--- config.mk ---
export PLATFORM = sky130hd
export DESIGN_NAME = uart_rx_flat
export DESIGN_NICKNAME = d
export VERILOG_FILES = /design/src/rtl/uart_rx_if.sv /design/src/rtl/uart_rx.sv /design/src/flat_wrapper.sv
export SDC_FILE = /design/constraint.sdc
export NUM_CORES = 1
export LEC_CHECK = 0
export BUFFER_PORTS_ARGS = -buffer_cell sky130_fd_sc_hd__buf_4
export CAP_MARGIN = 15
export CORE_ASPECT_RATIO = 0.9
export CORE_UTILIZATION = 39
export DETAILED_ROUTE_END_ITERATION = 6
export PLACE_DENSITY_LB_ADDON = 0.08
export SKIP_CTS_REPAIR_TIMING = 1
export SLEW_MARGIN = 20
export SYNTH_ARGS = -nofsm -noshare
export SYNTH_HDL_FRONTEND = slang
export SYNTH_SLANG_ARGS = --single-unit
--- constraint.sdc ---
create_clock -name clk -period 3.9 [get_ports clk]
set_clock_uncertainty 0.05 [all_clocks]
set_input_delay 0.78 -clock clk [delete_from_list [all_inputs] [get_ports clk]]
set_output_delay 0.78 -clock clk [all_outputs]
set_load 0.005 [all_outputs]
--- src/rtl/uart_rx_if.sv ---
// uart_rx_if: serial line input and received-byte outputs of the 8N1 receiver
interface uart_rx_if;
    logic       rx_in;
    logic [7:0] rx_data;
    logic       rx_valid;
    logic       frame_err;
    logic       rx_busy;
    modport master (output rx_in, input rx_data, rx_valid, frame_err, rx_busy);
    modport slave  (input rx_in, output rx_data, rx_valid, frame_err, rx_busy);
endinterface

--- src/rtl/uart_rx.sv ---
// uart_rx: 8N1 LSB-first serial receiver with mid-bit sampling and start/stop validation
module uart_rx #(
    parameter int BAUD_CNT_MAX = 56,
    parameter int HALF_CNT     = BAUD_CNT_MAX / 2
) (
    input  logic     clk,
    input  logic     reset,
    uart_rx_if.slave bus
);
    typedef enum logic [2:0] {IDLE, START, DATA, STOP, WAIT_HI} state_t;
    localparam logic [13:0] C_BAUD_LAST = 14'(BAUD_CNT_MAX - 1);
    localparam logic [13:0] C_HALF_LAST = 14'(HALF_CNT - 1);
    state_t      r_state;
    logic        r_sync;
    logic        r_rx_s;
    logic        r_rx_d;
    logic [13:0] r_baud_cnt;
    logic [2:0]  r_bit_cnt;
    logic [7:0]  r_shift;
    logic [7:0]  r_data;
    logic        r_valid;
    logic        r_ferr;
    logic        w_fall;
    logic        w_baud_last;
    assign w_fall      = r_rx_d & ~r_rx_s;
    assign w_baud_last = (r_baud_cnt == C_BAUD_LAST);
    assign bus.rx_data   = r_data;
    assign bus.rx_valid  = r_valid;
    assign bus.frame_err = r_ferr;
    assign bus.rx_busy   = (r_state != IDLE);
    // line synchronizer and receive FSM; strobes default low so they last one cycle
    always_ff @(posedge clk) begin
        if (reset) begin
            r_sync     <= 1'b1;
            r_rx_s     <= 1'b1;
            r_rx_d     <= 1'b1;
            r_state    <= IDLE;
            r_baud_cnt <= '0;
            r_bit_cnt  <= '0;
            r_shift    <= '0;
            r_data     <= '0;
            r_valid    <= 1'b0;
            r_ferr     <= 1'b0;
        end else begin
            r_sync  <= bus.rx_in;
            r_rx_s  <= r_sync;
            r_rx_d  <= r_rx_s;
            r_valid <= 1'b0;
            r_ferr  <= 1'b0;
            case (r_state)
                IDLE: begin
                    r_baud_cnt <= '0;
                    if (w_fall) r_state <= START;
                end
                START: begin
                    if (r_baud_cnt == C_HALF_LAST) begin
                        r_baud_cnt <= '0;
                        r_bit_cnt  <= '0;
                        r_state    <= r_rx_s ? IDLE : DATA;
                    end else begin
                        r_baud_cnt <= r_baud_cnt + 14'd1;
                    end
                end
                DATA: begin
                    if (w_baud_last) begin
                        r_baud_cnt <= '0;
                        r_shift    <= {r_rx_s, r_shift[7:1]};
                        r_bit_cnt  <= r_bit_cnt + 3'd1;
                        if (r_bit_cnt == 3'd7) r_state <= STOP;
                    end else begin
                        r_baud_cnt <= r_baud_cnt + 14'd1;
                    end
                end
                STOP: begin
                    if (w_baud_last) begin
                        r_baud_cnt <= '0;
                        if (r_rx_s) begin
                            r_data  <= r_shift;
                            r_valid <= 1'b1;
                            r_state <= IDLE;
                        end else begin
                            r_ferr  <= 1'b1;
                            r_state <= WAIT_HI;
                        end
                    end else begin
                        r_baud_cnt <= r_baud_cnt + 14'd1;
                    end
                end
                WAIT_HI: begin
                    r_baud_cnt <= '0;
                    if (r_rx_s) r_state <= IDLE;
                end
                default: r_state <= IDLE;
            endcase
        end
    end
endmodule

--- src/flat_wrapper.sv ---
// flat-port wrapper written by rule: the top's interface ports become plain ports
module uart_rx_flat 
#(
    parameter int BAUD_CNT_MAX = 56,
    parameter int HALF_CNT     = BAUD_CNT_MAX / 2
)
  (clk, reset, bus_rx_in, bus_rx_data, bus_rx_valid, bus_frame_err, bus_rx_busy);
  uart_rx_if bus_i ();
  input  logic clk;
  input  logic reset;
  input wire logic [$bits(bus_i.rx_in)-1:0] bus_rx_in;
  output wire logic [$bits(bus_i.rx_data)-1:0] bus_rx_data;
  output wire logic [$bits(bus_i.rx_valid)-1:0] bus_rx_valid;
  output wire logic [$bits(bus_i.frame_err)-1:0] bus_frame_err;
  output wire logic [$bits(bus_i.rx_busy)-1:0] bus_rx_busy;
  assign bus_i.rx_in = bus_rx_in;
  assign bus_rx_data = bus_i.rx_data;
  assign bus_rx_valid = bus_i.rx_valid;
  assign bus_frame_err = bus_i.frame_err;
  assign bus_rx_busy = bus_i.rx_busy;
  uart_rx #(.BAUD_CNT_MAX(BAUD_CNT_MAX), .HALF_CNT(HALF_CNT)) u_core (.clk(clk), .reset(reset), .bus(bus_i));
endmodule
==> metrics <==
Worst Hold Class reg -> reg; worst-case vdd ir drop ~0.00021 V; total power of the final layout approximately 690 µW; required arrival time at the worst endpoint around 4.1 ns; fraction of final layout cells sized beyond drive strength 1 0.148; estimated wirelength of the detail-placed design about 2.6 mm; sequential area share after synthesis 0.439; number of global-route vias before repair 1369; Max H-tree Level 2; clock network fraction of design power 0.363; worst stage delay on the critical path 0.45 ns; fin. max-slew vios 0; global routing's busiest layer met2; Sw Pwr ~150 µW; gr usage total 0.172; total overflow reported by the global router 0; leading area contributor after synthesis sky130_fd_sc_hd__dfxtp_1; worst slack on hold paths 0.364 ns; Crit. End Element flip-flop; mean cell area of the mapped netlist between 8 and 9 µm²; combinational share of power 0.028; library cell used as clock root buffer sky130_fd_sc_hd__clkbuf_8; highest clock frequency the design can meet about 440 MHz; PwrDens approximately 330 nW/µm²; CP delay by family, top simple AND/OR/NAND/NOR gates; detailed-routing iteration count for the pre-antenna-repair pass 4; fraction of power spent switching nets 0.216; Slew Limit Headroom 0.463; horizontal die dimension about 75 µm; count of buffering cells on the critical path with inverters included 1; P&R area growth vs syn 11.1%; area of the mapped netlist between 1500 and 2000 µm²; sequential group share of total power 0.609; most used flip-flop cell after synthesis sky130_fd_sc_hd__dfxtp_1; cell count along the critical path 8; Yosys warnings 0; Internal Power between 500 and 600 µW; quantity of I/O buffers inserted on ports 13; number of maximum-capacitance constraint violations 0; Final Net Count about 240; number of distinct library cell variants in the gate-level netlist after synthesis 43; vias per std cell around 5.3; grt met1 use 0.241; unrepaired setup endpoints after global routing false; period utilisation layout 0.584; type of origin of the critical path flip-flop; met2 layer usage reported by global route 0.247; clock sinks 41; cells along the critical path ha_1 > and3_1 > nand3_2 > o21ai_0 > a311oi_1 > buf_4 > or4b_1 > o21ai_1; clock tree from TritonCTS done; commonest cells after routing, fill and taps aside sky130_fd_sc_hd__dfxtp_1 (41), sky130_fd_sc_hd__nand2_1 (36), sky130_fd_sc_hd__nor2_1 (25), sky130_fd_sc_hd__a21oi_1 (16), sky130_fd_sc_hd__buf_4 (14); cells after synthesis about 220; time the worst path needs with I/O delays and setup ~2.3 ns; Yosys reg bits 41; Worst Reg-to-Reg Cells 8; slew of the pin with the lowest slew margin around 0.80 ns; type of the worst setup path reg -> reg; overall via count from detail_route 1541; CTS buffer count 5; Hold Violations, Final 0; antenna violations before repair 0; clock slew seen by the registers of the worst setup and hold paths about 0.080 ns; Max Buffers Root-to-Sink 2; Setup TNS 0 ns; routability congestion estimate from global placement 0.820; hold depth 1; crit-path max FO 12; total of endpoints with negative setup slack in the final report 0; Initial Util 0.413; Clk Latency, worst-skew pair a little under 0.3 ns; pin count of the biggest net entering global routing just over 40; leakage power of the design roughly 0.00071 µW; wire length reported by the detailed router roughly 3.9 mm; main area contributors after synthesis sky130_fd_sc_hd__dfxtp_1 (44%), sky130_fd_sc_hd__nand2_1 (7.2%), sky130_fd_sc_hd__nor2_1 (5.0%); count of flip-flops with a built-in enable after synthesis 0; number of ports placed on the die boundary 14; met3 track demand over resource 0.0463; outcome finished, final reports clean; proportion of synthesized flip-flops having asynchronous set or reset 0; row cnt 23; fraction of synthesized cell area taken by the top area cell type 0.439; floorplan die area ~5100 µm²; first-pass GRT wire length about 6.5 mm; # DRC 0; Chip Height a little under 70 µm; most frequent standard cell in the layout excluding fill and tap cells sky130_fd_sc_hd__dfxtp_1; floorplan core area about 4500 µm²; Avg WL per Cell ~14 µm; number of diodes added for antenna fixing 0; highest-delay cell along the critical path sky130_fd_sc_hd__or4b_1; starting DRC count in detailed routing 135; critical path arrival between 2 and 2.5 ns; Syn Nets roughly 230; antenna violation net count after detailed routing 0
==> power by group through the flow <==
stage / logic [µW] / clock network (µW) / registers, µW
final: 19.2 / 252 / 423
after global routing: 21.4 / 280 / 423
after CTS: 19.1 / 260 / 423
after detailed placement: 19.0 / 0 / 433
after global placement: 18.8 / 0 / 433
after floorplan: 13.4 / 0 / 432
==> through the flow <==
step                      instances  area, µm²   util  setup slack, ns
after CTS                       291       2070  0.459             1.66
final                           291       2070  0.459             1.62
after global placement          285       2000  0.443             1.78
after detailed placement        285       2000  0.443             1.69
after global routing            291       2070  0.459             1.56
after floorplan                 219       1870      -             1.96
==> final timing paths <==
kind	startpoint	to	slack, ns
setup / recovery	u_core.r_baud_cnt[0]	u_core.r_baud_cnt[7]	1.62
hold / removal	u_core.r_sync	u_core.r_rx_s	0.36
setup reg to reg	u_core.r_baud_cnt[0]	u_core.r_baud_cnt[7]	1.62
hold reg to reg	u_core.r_sync	u_core.r_rx_s	0.36
==> logic make-up after synthesis <==
family | share of synthesized area
flip-flops | 0.439
multiplexers | 0.0563
adder cells (fa/ha/maj) | 0.0268
AO/OA/AOI/OAI | 0.0944
XOR/XNOR | 0.0188
AND/OR/NAND/NOR | 0.336
buffers and inverters | 0.0288
==> final cells by class <==
| class | count | area, µm² |
|---|---|---|
| clock buffer | 5 | 68.8 |
| clock inverter | 1 | 5.00 |
| fill | 443 | 2440 |
| inverter | 1 | 3.75 |
| multi-input combinational | 167 | 993 |
| sequential | 41 | 821 |
| tap | 62 | 77.6 |
| timing repair buffer | 14 | 105 |
==> cell usage after synthesis, types with 2 or more instances <==
| library cell | n |
|---|---|
| sky130_fd_sc_hd__a211oi_1 | 2 |
| sky130_fd_sc_hd__a21oi_1 | 16 |
| sky130_fd_sc_hd__a31oi_1 | 2 |
| sky130_fd_sc_hd__and2_1 | 3 |
| sky130_fd_sc_hd__and3_1 | 2 |
| sky130_fd_sc_hd__buf_2 | 4 |
| sky130_fd_sc_hd__clkbuf_1 | 5 |
| sky130_fd_sc_hd__dfxtp_1 | 41 |
| sky130_fd_sc_hd__ha_1 | 4 |
| sky130_fd_sc_hd__mux2i_1 | 9 |
| sky130_fd_sc_hd__nand2_1 | 36 |
| sky130_fd_sc_hd__nand2b_1 | 2 |
| sky130_fd_sc_hd__nand3_1 | 12 |
| sky130_fd_sc_hd__nand3b_1 | 2 |
| sky130_fd_sc_hd__nand4_1 | 2 |
| sky130_fd_sc_hd__nor2_1 | 25 |
| sky130_fd_sc_hd__nor2b_1 | 3 |
| sky130_fd_sc_hd__nor3_1 | 8 |
| sky130_fd_sc_hd__nor3_4 | 2 |
| sky130_fd_sc_hd__nor4_1 | 3 |
| sky130_fd_sc_hd__nor4_2 | 2 |
| sky130_fd_sc_hd__nor4b_1 | 2 |
| sky130_fd_sc_hd__o21ai_0 | 6 |
| sky130_fd_sc_hd__or2_2 | 3 |
| sky130_fd_sc_hd__or3_1 | 3 |
| sky130_fd_sc_hd__xor2_1 | 3 |
==> layer usage <==
metal	wire, µm	vias up
li1	-	779
met1	1930	707
met2	1750	49
met3	208	6
met4	40	0
met5	0	-
==> flip-flops by register name, indices dropped and copies added, names as in the netlist <==
signal                cells
u_core.bus.frame_err      1
u_core.bus.rx_data        8
u_core.bus.rx_valid       1
u_core.r_baud_cnt        14
u_core.r_bit_cnt          3
u_core.r_rx_d             1
u_core.r_rx_s             1
u_core.r_shift            8
u_core.r_state            3
u_core.r_sync             1
Power figures use the tool's default switching activity.
